==> src/rtl/bcd_ascii_serializer.sv <==
// bcd_ascii_serializer
// Captures one BCD nonce and streams it out as ASCII decimal bytes, most
// significant digit first, over a valid/ready byte interface. Digit codes
// 0xA-0xF are replaced by BAD_CHAR and flagged on tx_error for the frame.
// Optional feature macro: BCD_ASCII_LZ_SUPPRESS_EN (leading-zero suppression).
module bcd_ascii_serializer #(
   parameter int          DIGITS   = 15,
   parameter logic [7:0]  BAD_CHAR = 8'h3F
) (
   input  logic                  clk,
   input  logic                  rst,
   input  logic [DIGITS*4-1:0]   rx_nonce,
   input  logic                  rx_valid,
   output logic                  rx_ready,
   output logic [7:0]            tx_data,
   output logic                  tx_valid,
   input  logic                  tx_ready,
   output logic                  tx_last,
   output logic                  tx_error
);

   localparam int W = DIGITS * 4;

   typedef enum logic {
      IDLE,
      SEND
   } state_t;

   state_t       state_q, state_n;
   logic [W-1:0] shift_q, shift_n;
   logic [3:0]   cnt_q, cnt_n;
   logic [7:0]   data_n;
   logic         valid_n, last_n, error_n;

   logic [W-1:0] load_val;
   logic [3:0]   load_cnt;
   logic         any_bad;
   logic [W-1:0] shifted;

   // Map one BCD digit to its ASCII character, substituting BAD_CHAR for 0xA-0xF.
   function automatic logic [7:0] to_ascii(input logic [3:0] d);
      return (d <= 4'd9) ? (8'h30 + {4'h0, d}) : BAD_CHAR;
   endfunction

   // Capture preparation: illegal-digit flag, initial counter and register image.
   // NOTE: every variable driven here gets a value before any branch, so no latch is inferred.
   always_comb begin
      any_bad = 1'b0;
      for (int i = 0; i < DIGITS; i++) begin
         if (rx_nonce[i*4 +: 4] > 4'd9) any_bad = 1'b1;
      end
`ifdef BCD_ASCII_LZ_SUPPRESS_EN
      // Highest nonzero digit wins; an all-zero nonce leaves index 0 so one '0' is sent.
      load_cnt = 4'd0;
      for (int i = 0; i < DIGITS; i++) begin
         if (rx_nonce[i*4 +: 4] != 4'd0) load_cnt = 4'(i);
      end
      load_val = rx_nonce << {4'(DIGITS-1) - load_cnt, 2'b00};
`else
      load_cnt = 4'(DIGITS-1);
      load_val = rx_nonce;
`endif
   end

   // Next digit image after one byte has been accepted.
   assign shifted  = shift_q << 4;

   // Ready to capture exactly when no frame is in flight.
   assign rx_ready = (state_q == IDLE);

   // Next-state and next-output logic for the capture/send FSM.
   always_comb begin
      state_n = state_q;
      shift_n = shift_q;
      cnt_n   = cnt_q;
      data_n  = tx_data;
      valid_n = tx_valid;
      last_n  = tx_last;
      error_n = tx_error;
      case (state_q)
         IDLE: begin
            if (rx_valid) begin
               state_n = SEND;
               shift_n = load_val;
               cnt_n   = load_cnt;
               data_n  = to_ascii(load_val[W-1 -: 4]);
               valid_n = 1'b1;
               last_n  = (load_cnt == 4'd0);
               error_n = any_bad;
            end
         end
         SEND: begin
            // Outputs hold their registered values until the byte is accepted.
            if (tx_ready) begin
               if (cnt_q != 4'd0) begin
                  shift_n = shifted;
                  cnt_n   = cnt_q - 4'd1;
                  data_n  = to_ascii(shifted[W-1 -: 4]);
                  last_n  = (cnt_q == 4'd1);
               end else begin
                  state_n = IDLE;
                  valid_n = 1'b0;
                  last_n  = 1'b0;
                  error_n = 1'b0;
               end
            end
         end
         default: state_n = IDLE;
      endcase
   end

   // State and output registers; async reset drops tx_valid mid-frame at once.
   // NOTE: sequential state uses non-blocking assignments so all registers update together.
   always_ff @(posedge clk or posedge rst) begin
      if (rst) begin
         state_q  <= IDLE;
         shift_q  <= '0;
         cnt_q    <= 4'd0;
         tx_data  <= 8'h00;
         tx_valid <= 1'b0;
         tx_last  <= 1'b0;
         tx_error <= 1'b0;
      end else begin
         state_q  <= state_n;
         shift_q  <= shift_n;
         cnt_q    <= cnt_n;
         tx_data  <= data_n;
         tx_valid <= valid_n;
         tx_last  <= last_n;
         tx_error <= error_n;
      end
   end

endmodule

==> config.mk <==
export PLATFORM = sky130hd
export DESIGN_NAME = bcd_ascii_serializer
export DESIGN_NICKNAME = d
export VERILOG_FILES = /design/src/rtl/bcd_ascii_serializer.sv
export SDC_FILE = /design/constraint.sdc
export NUM_CORES = 1
export LEC_CHECK = 0
export CAP_MARGIN = 10
export CORE_ASPECT_RATIO = 1.5
export CORE_MARGIN = 4
export CORE_UTILIZATION = 45
export CTS_CLUSTER_DIAMETER = 30
export DETAILED_ROUTE_END_ITERATION = 16
export HOLD_SLACK_MARGIN = 0.08
export PLACE_DENSITY = 0.74
export SYNTH_ARGS = -nofsm -noshare
export SYNTH_HDL_FRONTEND = slang
export SYNTH_SLANG_ARGS = --single-unit
==> constraint.sdc <==
create_clock -name clk -period 2.2 [get_ports clk]
set_input_delay 0.55 -clock clk [delete_from_list [all_inputs] [get_ports clk]]
set_output_delay 0.55 -clock clk [all_outputs]
set_load 0.02 [all_outputs]
# After elaboration in Yosys (flattened, before gate mapping)
# Cells that the tools add are included.
# classes
bitwise_logic	1
muxes	43
n_reduce_logical	4
n_eq_ne	5
order_cmp	17
add_sub_neg	3
# ops
operator	count
two-way mux 56 bit	3
case mux 56 bit (2 select lines)	1
greater-than comparator 4 bit (second input constant)	15
two-way mux 1 bit	25
two-way mux 8 bit	3
case mux 8 bit (2 select lines)	1
adder 6 x 4 -> 7 bit (first input constant)	2
two-way mux 7 bit	2
two-way mux 4 bit	3
<= comparator 4 bit (second input constant)	2
case mux 1 bit (2 select lines)	4
case mux 4 bit (2 select lines)	1
inequality test 2 bit (second input constant)	3
AND reduction 3 bit	2
== test 4 x 1 -> 1 bit (second input constant)	1
nonzero test 4 bit	1
subtractor 4 x 1 -> 4 bit (second input constant)	1
inequality test 2 x 1 -> 1 bit (second input constant)	1
AND reduction 2 bit	1
inverter 1 bit	1
# word_totals
ff_bits	72
inputBits	64
output_inout_bits	12
wordCells	80

# Logic depth before layout (Yosys ltp)
# depth
word_depth	18
ltp_mapped	8
ltp_nobuf	6

# Worst setup path after synthesis
# Ideal clock, no wire load.
# synth_path
path_type	flip-flop to flip-flop
startpoint	register cnt_q[0]
endpoint	register tx_data[4]
t_arrival_ps	1629
required_ps	2076
path_stages_with_launch	8
n_path_buf	2
path_slack_ps	447
setup_ps	124
synth_period_minus_slack_ps	1753
cell_sequence	dfrtp_1 -> inv_1 -> ha_1 -> or3b_1 -> a21o_1 -> buf_6 -> buf_6 -> or2_1
# synth_between
elab_chain_len	3
# synth_lines
element	line	text
from (decl)	31	logic [3:0] cnt_q, cnt_n;
from (signal assigned)	126	cnt_q <= cnt_n;
nonzero test 4 bit	95	if (cnt_q != 4'd0) begin
inequality test 2 x 1 -> 1 bit (no source line)	--	
AND reduction 3 bit (no source line)	--	
to (signal assigned)	127	tx_data <= data_n;
to (decl)	15	output logic [7:0] tx_data,
# Every way passes these cells.
# A chain may end at the register's enable or synchronous reset.

# Worst setup path after layout
# layout_path
startpoint	register state_q
endpoint	output rx_ready
# layout_between
elab_chain_len	1
# layout_lines
element	line	text
from (decl)	29	state_t state_q, state_n;
from (signal assigned)	124	state_q <= state_n;
inverter 1 bit	--	
to (decl)	14	output logic rx_ready,
# Every way passes these cells.

==> metrics.yaml <==
outcome: "finished, final reports clean"
rr_worst_depth: 7
clock_latency_ps: 340
drv_slew: 0
dieArea_um2: 8870
fmax_mhz: 484
syn-instance-count: 332
worst_hold_slack_ps: 449
final_nets: 467
grt_pass1_vias: 2580
path_max_fanout: 4
grt_max_degree: 49
yosys-top-cells-area: "dfrtp_1 (52%), mux2i_1 (16%), a21oi_1 (7.1%)"
fin_setup_tns_ps: 0
rrSetupSlack_ps: 260
die_x_um: 78.3
startpoint_type: "register"
hold_viol_final: 0
cts_tree: "yes"
h-tree-depth: 3
yosysTopAreaCell: "dfrtp_1"
period_needed_ps: 2070
cts_resized: 0
startpoint: "state_q"
p_per_area_nw_per_um2: 1100
setup_slack_ps: 132
drive_above_1_share: 0.0891
std_cell_rows: 38
reg2reg_from: "cnt_q[0]"
drtIter0Drc: 100
fin_util: 0.600
port_buffers: 73
worstSetupEndpoint: "rx_ready"
postCtsSetupBuffers: 0
first_pass_iters: 4
place_congestion: 0.808
antenna_found_initial: 0
yosys.cell_types.count: 27
root_buffer: "clkbuf_8"
avgSynthCellArea_um2: 10.0
tightest_slew_ps: 604
grt_pass1_wl_um: 12400
track_usage: 0.182
irDropWorstVdd_mv: 0.586
holdCritPathClass: "in -> async"
cap_violations: 0
place_ws_ps: 175
hold_buffers: 0
cts.sinks: 69
overflow: 0
via_count: 2606
worstPathArrival_ps: 1520
start_util: 0.461
core_area_um2: 7230
fillCellCount: 660
io_pins: 76
leakage_uw: 0.00202
cts_made_buffers: 9
fin_crit_sh: 0.940
skew_ps: 7.83
fp.dieH_um: 113
synth.top_cell.area_share: 0.518
dpl.hpwl_um: 5830
seq_area_frac_synth: 0.518
grt_setup_unrepaired: "false"
wl_um: 7770
r2r-end: "tx_data[3]"
ant_nets: 0
worst_setup_path_end_kind: "primary output"
drt-vias-per-instance: 5.17
ys_ff_latch: 69
placed_cells: 490
layout.cells.non_filler: 504
slew_headroom: 0.597
cp.required_ps: 1650
setup_viol: 0
ys_warn_count: 0
wl_per_cell_um: 15.4
syn_to_final_growth_pct: 30.2
clockBufferDepth: 2
drc_errors: 0
diodes: 0
criticalPathCategory: "reg -> out"
syn-cell-area_um2: 3330
clkTransAtPathRegs_ps: 70
-- synthesized netlist by cell type, drive strengths merged --
| cell type | n |
|---|---|
| clkbuf | 5 |
| or2 | 1 |
| ha | 2 |
| nand2 | 18 |
| and2 | 1 |
| dfrtp | 69 |
| mux2i | 53 |
| o21ai | 21 |
| nand3 | 5 |
| nand4 | 4 |
| inv | 4 |
| nor4 | 1 |
| or3b | 1 |
| a21o | 1 |
| o22ai | 3 |
| conb | 1 |
| nor2b | 1 |
| a21oi | 58 |
| a31oi | 1 |
| o21a | 1 |
| buf | 19 |
| nor2 | 59 |
| xor2 | 2 |
| nor3 | 1 |
-- placed cells by master (no fill, tap or decap) --
| cell | n |
|---|---|
| clkdlybuf4s50_1 | 73 |
| dfrtp_1 | 68 |
| nor2_1 | 59 |
| mux2i_1 | 53 |
| a21oi_1 | 47 |
| o21ai_0 | 21 |
| nand2_1 | 18 |
| clkbuf_8 | 13 |
| a21oi_2 | 11 |
| nand3_1 | 5 |
| nand4_1 | 4 |
| buf_12 | 4 |
| buf_4 | 4 |
| inv_1 | 3 |
| o22ai_1 | 3 |
| xor2_1 | 2 |
| ha_1 | 2 |
| conb_1 | 2 |
| or3b_1 | 1 |
| and2_1 | 1 |
| nor2b_1 | 1 |
| a21o_4 | 1 |
| or2_1 | 1 |
| nor3_1 | 1 |
| nor4_1 | 1 |
| o21a_1 | 1 |
| clkinvlp_4 | 1 |
| a31oi_1 | 1 |
| clkinv_2 | 1 |
| dfrtp_2 | 1 |
-- per-stage QoR --
stage	total power [µW]	cell area (µm²)
after floorplan	3320	3340
after global placement	3780	4160
after detailed placement	3860	4160
after CTS	4840	4340
after global routing	5120	4340
final	4780	4340
-- state kept, by name, summed over array words and instances, names as in the netlist --
name and cells:
tx_last 1, shift_q 56, tx_error 1, state_q 1, cnt_q 4, tx_valid 1
tx_data 5
-- worst max-delay path, cell delays in order, from the launching register on --
cell and delay [ps]:
dfrtp_2 420, inv_1 130, clkdlybuf4s50_1 630
-- report_power, final --
part / internal (µW) / switching, µW / total (µW)
registers: 1780 / 309 / 2090
clock network: 519 / 445 / 963
logic: 826 / 903 / 1730
total: 3120 / 1660 / 4780
-- worst min path at each step --
stage                       end  slack, ps  depth (start not counted)
finish              shift_q[24]        450                          2
global route         tx_data[4]        450                          2
CTS                 shift_q[24]        440                          2
detailed placement     tx_valid        470                          2
global placement       tx_valid        470                          2
floorplan           shift_q[24]        490                          2
-- layout make-up --
cell class	count	area, µm²	area share
clock buffers	13	179	0.0412
clock inverters	1	5.00	0.00115
inverters	4	18.8	0.00433
multi-input cells	236	1440	0.332
flip-flops and latches	69	1730	0.398
well taps	100	125	0.0288
repair buffers	81	841	0.194
-- kinds of logic after synthesis --
logic type                 count (synthesis)  share of synthesized area
other                                      1                    0.00113
muxes                                     53                      0.159
and+or+nand+nor                           92                      0.113
DFF                                       69                      0.518
AOI/OAI and AO/OA                         85                      0.143
adders and majority gates                  2                    0.00751
xor gates and xnor gates                   2                    0.00526
buffers and inverters                     28                     0.0522
-- layer usage --
layer | vias to the layer above | global-route usage | wire length (µm)
li1 | 1276 | - | -
met1 | 1250 | 0.207 | 3140
met2 | 65 | 0.319 | 4070
met3 | 15 | 0.0387 | 339
met4 | 0 | 0.0933 | 211
met5 | - | 0 | 0
Note: power is estimated with default switching activity, not from simulation.
